--- src/rtl/keypad_scanner.sv ---
// Scans a 4x4 matrix keypad one active-low column at a time and debounces
// each press over whole scan frames into a one-cycle strobe plus a hex code.
module keypad_scanner #(
  parameter logic [15:0] SCAN_DIV       = 16'd50000,
  parameter logic [3:0]  DEBOUNCE_SCANS = 4'd4
) (
  input  logic       clk,
  input  logic       rst,
  input  logic [3:0] row,
  output logic [3:0] col,
  output logic [3:0] key_code,
  output logic       key_valid,
  output logic       key_down
);

  typedef enum logic [1:0] {IDLE, DEBOUNCE, PRESSED, RELEASE} state_t;

  state_t     state, state_nxt;
  logic [3:0] row_meta, row_sync;
  logic [15:0] div;
  logic [1:0] col_idx;
  logic [1:0] acc_cnt;
  logic [3:0] acc_code;
  logic [1:0] col_cnt;
  logic [1:0] first_row;
  logic [2:0] sum;
  logic [1:0] tot;
  logic [3:0] col_code, first_code;
  logic [3:0] cnt, cnt_nxt, cand, cand_nxt, key_code_nxt;
  logic       key_valid_nxt, key_down_nxt;
  logic [4:0] cnt_inc;
  logic       sample, frame_end, reached;
  logic       res_none, res_unique;

  function automatic logic [3:0] key_map(input logic [1:0] r, input logic [1:0] c);
    case ({r, c})
      4'h0: key_map = 4'h1;  4'h1: key_map = 4'h2;  4'h2: key_map = 4'h3;  4'h3: key_map = 4'hA;
      4'h4: key_map = 4'h4;  4'h5: key_map = 4'h5;  4'h6: key_map = 4'h6;  4'h7: key_map = 4'hB;
      4'h8: key_map = 4'h7;  4'h9: key_map = 4'h8;  4'hA: key_map = 4'h9;  4'hB: key_map = 4'hC;
      4'hC: key_map = 4'h0;  4'hD: key_map = 4'hF;  4'hE: key_map = 4'hE;  default: key_map = 4'hD;
    endcase
  endfunction

  assign col       = ~(4'b0001 << col_idx);
  assign sample    = (div == SCAN_DIV - 16'd1);
  assign frame_end = sample && (col_idx == 2'd3);

  always_ff @(posedge clk) begin
    if (rst) begin
      row_meta <= '0;
      row_sync <= '0;
      div      <= '0;
      col_idx  <= '0;
    end else begin
      row_meta <= row;
      row_sync <= row_meta;
      if (sample) begin
        div     <= '0;
        col_idx <= col_idx + 2'd1;
      end else begin
        div <= div + 16'd1;
      end
    end
  end

  // Per-column hit count saturates at 2, since only none/one/many matters.
  always_comb begin
    col_cnt   = '0;
    first_row = '0;
    for (int r = 3; r >= 0; r--) begin
      if (!row_sync[r]) first_row = 2'(r);
    end
    for (int r = 0; r < 4; r++) begin
      if (!row_sync[r] && col_cnt != 2'd2) col_cnt = col_cnt + 2'd1;
    end
    col_code   = key_map(first_row, col_idx);
    sum        = {1'b0, acc_cnt} + {1'b0, col_cnt};
    tot        = (sum >= 3'd2) ? 2'd2 : sum[1:0];
    first_code = (acc_cnt != 2'd0) ? acc_code : col_code;
    res_none   = (tot == 2'd0);
    res_unique = (tot == 2'd1);
  end

  always_ff @(posedge clk) begin
    if (rst) begin
      acc_cnt  <= '0;
      acc_code <= '0;
    end else if (sample) begin
      if (col_idx == 2'd3) begin
        acc_cnt  <= '0;
        acc_code <= '0;
      end else begin
        acc_cnt <= tot;
        if (acc_cnt == 2'd0) acc_code <= col_code;
      end
    end
  end

  always_ff @(posedge clk) begin
    if (rst) begin
      state     <= IDLE;
      cnt       <= '0;
      cand      <= '0;
      key_code  <= '0;
      key_valid <= 1'b0;
      key_down  <= 1'b0;
    end else begin
      state     <= state_nxt;
      cnt       <= cnt_nxt;
      cand      <= cand_nxt;
      key_code  <= key_code_nxt;
      key_valid <= key_valid_nxt;
      key_down  <= key_down_nxt;
    end
  end

  // Debounce FSM moves only at frame evaluation; outputs land one cycle later.
  always_comb begin
    state_nxt     = state;
    cnt_nxt       = cnt;
    cand_nxt      = cand;
    key_code_nxt  = key_code;
    key_valid_nxt = 1'b0;
    key_down_nxt  = key_down;
    cnt_inc       = {1'b0, cnt} + 5'd1;
    reached       = (cnt_inc >= {1'b0, DEBOUNCE_SCANS});
    if (frame_end) begin
      case (state)
        IDLE: begin
          if (res_unique) begin
            cand_nxt = first_code;
            cnt_nxt  = 4'd1;
            if (DEBOUNCE_SCANS == 4'd1) begin
              state_nxt     = PRESSED;
              key_code_nxt  = first_code;
              key_valid_nxt = 1'b1;
              key_down_nxt  = 1'b1;
            end else begin
              state_nxt = DEBOUNCE;
            end
          end
        end
        DEBOUNCE: begin
          if (res_unique && first_code == cand) begin
            if (reached) begin
              state_nxt     = PRESSED;
              cnt_nxt       = DEBOUNCE_SCANS;
              key_code_nxt  = cand;
              key_valid_nxt = 1'b1;
              key_down_nxt  = 1'b1;
            end else begin
              cnt_nxt = cnt_inc[3:0];
            end
          end else begin
            state_nxt = IDLE;
            cnt_nxt   = '0;
          end
        end
        PRESSED: begin
          if (res_none) begin
            cnt_nxt = 4'd1;
            if (DEBOUNCE_SCANS == 4'd1) begin
              state_nxt    = IDLE;
              key_down_nxt = 1'b0;
            end else begin
              state_nxt = RELEASE;
            end
          end
        end
        default: begin
          if (res_none) begin
            if (reached) begin
              state_nxt    = IDLE;
              cnt_nxt      = '0;
              key_down_nxt = 1'b0;
            end else begin
              cnt_nxt = cnt_inc[3:0];
            end
          end else begin
            state_nxt = PRESSED;
          end
        end
      endcase
    end
  end

endmodule
--- config.mk ---
export PLATFORM = sky130hd
export DESIGN_NAME = keypad_scanner
export DESIGN_NICKNAME = d
export VERILOG_FILES = /design/src/rtl/keypad_scanner.sv
export SDC_FILE = /design/constraint.sdc
export NUM_CORES = 1
export LEC_CHECK = 0
export ABC_AREA = 1
export BUFFER_PORTS_ARGS = -buffer_cell sky130_fd_sc_hd__buf_2
export CAP_MARGIN = 20
export CELL_PAD_IN_SITES_DETAIL_PLACEMENT = 0
export CELL_PAD_IN_SITES_GLOBAL_PLACEMENT = 2
export CORE_ASPECT_RATIO = 2
export CORE_MARGIN = 5
export CORE_UTILIZATION = 36
export CTS_BUF_LIST = sky130_fd_sc_hd__clkbuf_8
export CTS_CLUSTER_SIZE = 24
export DETAILED_ROUTE_END_ITERATION = 10
export MAX_ROUTING_LAYER = met4
export PLACE_DENSITY = 0.83
export SKIP_LAST_GASP = 1
export SLEW_MARGIN = 20
export SYNTH_ARGS = -nofsm -noshare
export SYNTH_HDL_FRONTEND = slang
export SYNTH_SLANG_ARGS = --single-unit
export TNS_END_PERCENT = 10
--- constraint.sdc ---
create_clock -name clk -period 3.72 [get_ports clk]
set_input_delay 0.558 -clock clk [delete_from_list [all_inputs] [get_ports clk]]
set_output_delay 0.558 -clock clk [all_outputs]
set_load 0.005 [all_outputs]
==> out/summary.txt <==
Via count of the first global-routing pass -> 2354
Die Y -> 134 um
Fin. max-slew vios -> 0
Final #Nets -> 430
# resized after CTS -> 0
Most used DFF post-synth -> dfxtp_1
Most frequent CP cell -> nand2_1
Clock slew seen by the registers of the worst setup and hold paths -> 0.08 ns
PwrDens -> 300 nW/um^2
Routed WL -> 6720 um
CORE AREA -> 7540 sq um
Dpl cells -> 493
Leakage power -> 1.36 nW
Hold Startpoint -> row_meta[3]$_SDFF_PP0_
Setup TNS Final -> 0 ns
Grt total ovfl -> 0
Yosys Warn Count -> 0
Max-cap viol count -> 0
Type of destination of the critical path -> flop
Register area share after synthesis -> 0.347
Unrepaired setup endpoints after global routing -> no
Post-detail-place hpwl -> 5360 um
R2R depth -> 21
Hold depth -> 2
WHS Endpoint -> row_sync[3]$_SDFF_PP0_
Ratio of cells with drive above 1 in the final layout -> 0.153
Number of synthesized flops with an enable pin -> 0
Max clock buf depth -> 2
R2R setup slack -> 0.30 ns
Yosys top cell area share -> 0.347
Tmin final -> 3.42 ns
ANT cells -> 0
Crit path launch -> row_sync[1]$_SDFF_PP0_
Ranking of synthesized cells by area -> dfxtp_1, nand2_1, inv_1
Placer Congestion -> 0.874
I/O Buffers -> 15
WL per Instance -> 13.4 um
Antenna violations before repair -> 0
Status -> completed
Final clock skew -> 0.00919 ns
FFs w/ async S/R, synth -> 0
CP Cell Sequence -> inv_1 > ha_1 > nor2_4 > xnor2_1 > ha_1 > nor2_2 > xnor2_1 > ha_1 > inv_1 > fa_1 > nand2_1 > nor2_2 > inv_1 > nor2_1 > nand2_1 > nor2_1 > nand4_1 > nand2_1 > nand2_1 > nand2_1 > nor2_1
Clk_lat worst skew -> 0.30 ns
Row cnt -> 45
CTS Buf Count -> 5
Final ANT Viol Nets -> 0
Yosys top cell by area -> dfxtp_1
Final hold violation count -> 0
DR vias/cell -> 4.82
WP data arrival -> 3.62 ns
Distinct cell type count after synthesis -> 38
Worst hold margin -> 0.408 ns
First-pass GRT wire length -> 11100 um
Root Driver -> clkbuf_8
Setup bufs post-CTS -> 0
Clock sink count -> 48
Die area -> 9660 sq um
Worst IR Drop VDD -> 0.246 mV
Area Overhead vs Synth -> 9.48%
Synth Instances -> 388
Worst stage delay on the critical path -> 0.48 ns
F_max -> 292 MHz
Starting DRC count in detailed routing -> 77
R2R Path End -> state[1]$_SDFFE_PP0P_
Vias -> 2411
Final Non-Filler Cells -> 500
Crit path launch type -> flop
Worst Tran Pin Value -> 0.811 ns
DRC violations left -> 0
GRT Overall Usage -> 0.153
Reg-to-reg critical path startpoint -> row_sync[1]$_SDFF_PP0_
Worst-path fanout max -> 4
Largest net degree at the start of global routing -> 19
CTS tree -> yes
WP data required -> 3.92 ns
Setup violators final -> 0
Crit Path Class -> reg2reg
Seq cells post-synth -> 48
DRT Pass-1 Iters -> 4
Io pins -> 16
Starting density of the core -> 0.367
Avg Cell Area, Syn -> 7.15 sq um
Slowest CP cell -> fa_1
Die Width -> 72.1 um
# H-tree levels -> 2
Worst min path class -> reg2reg
Final period util -> 0.919
Post-Syn Area -> 2770 sq um
Cts hold-fix bufs -> 0
Syn Nets -> 412
Slew headroom -> 0.458
critical path: cells and delay by family, from the launching register on:
family | cells | cell delay [ns]
simple gates | 12 | 1.40
fa+ha+maj | 4 | 1.08
flops | 1 | 0.37
xor+xnor | 2 | 0.26
buf+inv | 3 | 0.21
synthesized netlist by cell type, drive strengths merged (2+ instances only):
| cell type | n |
|---|---|
| nand4 | 6 |
| dfxtp | 48 |
| nor4 | 5 |
| nand2 | 84 |
| nand3 | 39 |
| nor3 | 11 |
| a21oi | 23 |
| inv | 67 |
| o21ai | 15 |
| nor2 | 49 |
| xnor2 | 2 |
| buf | 4 |
| a31oi | 5 |
| ha | 17 |
| or2 | 5 |
registers in the layout (all words and copies together), names as in the netlist:
register	cells
row_meta	4
acc_code	4
div	16
col_idx	2
state	2
key_code	4
key_valid	1
acc_cnt	2
cnt	4
key_down	1
row_sync	4
cand	4
metal layers:
metal | routed length [um] | track usage
met5 | 0 | -
met4 | 261 | 0.0795
met3 | 106 | 0.0218
met1 | 2460 | 0.141
met2 | 3890 | 0.292
through the flow:
stage | setup slack [ns] | utilization | instance area [sq um] | power, W
final | 0.301 | 0.402 | 3040 | 0.000909
after floorplan | 0.516 | - | 2770 | 0.000597
after CTS | 0.106 | 0.400 | 3020 | 0.000925
after detailed placement | 0.148 | 0.390 | 2940 | 0.000618
after global placement | 0.220 | 0.390 | 2940 | 0.000616
after global routing | 0.00659 | 0.402 | 3040 | 0.000959
cells by family (layout without fill, tap and decap cells):
family / count (synthesis) / count (layout) / synth area share
compound gates: 46 / 46 / 0.0903
xor+xnor: 3 / 3 / 0.00948
fa+ha+maj: 18 / 18 / 0.0839
buf+inv: 72 / 90 / 0.103
flops: 48 / 48 / 0.347
simple gates: 201 / 201 / 0.366
layout by cell type (no fill, tap or decap), types with 6 or more instances in the layout:
| cell type | synthesis | layout |
|---|---|---|
| dfxtp_1 | 48 | 47 |
| nor3_1 | 6 | 6 |
| ha_1 | 17 | 17 |
| buf_2 | 2 | 15 |
| nand3_1 | 35 | 35 |
| nor2_1 | 45 | 42 |
| nand2_1 | 75 | 75 |
| a21oi_1 | 21 | 20 |
| o21ai_0 | 14 | 14 |
| inv_1 | 61 | 62 |
report_power, final:
part | total [W] | internal (W) | leakage, nW | switching [W]
registers | 0.000524 | 0.000520 | 0.389 | 0.00000409
clock network | 0.000300 | 0.000126 | 0.0452 | 0.000175
logic | 0.0000846 | 0.0000281 | 0.922 | 0.0000566
total | 0.000909 | 0.000674 | 1.36 | 0.000235
worst max path at each step:
stage	slack (ns)	endpoint	cells past startpoint
after floorplan	0.52	state[1]$_SDFFE_PP0P_	20
after global placement	0.22	state[1]$_SDFFE_PP0P_	21
after detailed placement	0.15	state[1]$_SDFFE_PP0P_	21
after CTS	0.11	state[1]$_SDFFE_PP0P_	21
after global routing	0.007	state[1]$_SDFFE_PP0P_	21
final	0.30	state[1]$_SDFFE_PP0P_	21
cell type report:
class | instances | area, sq um
Tap cell | 94 | 118
Multi-Input combinational cell | 268 | 1540
Fill cell | 850 | 4510
Sequential cell | 48 | 962
Inverter | 67 | 254
Clock buffer | 5 | 68.8
Timing Repair Buffer | 16 | 82.6
Clock inverter | 2 | 8.76
No activity file was read; power rests on OpenSTA's default activity.
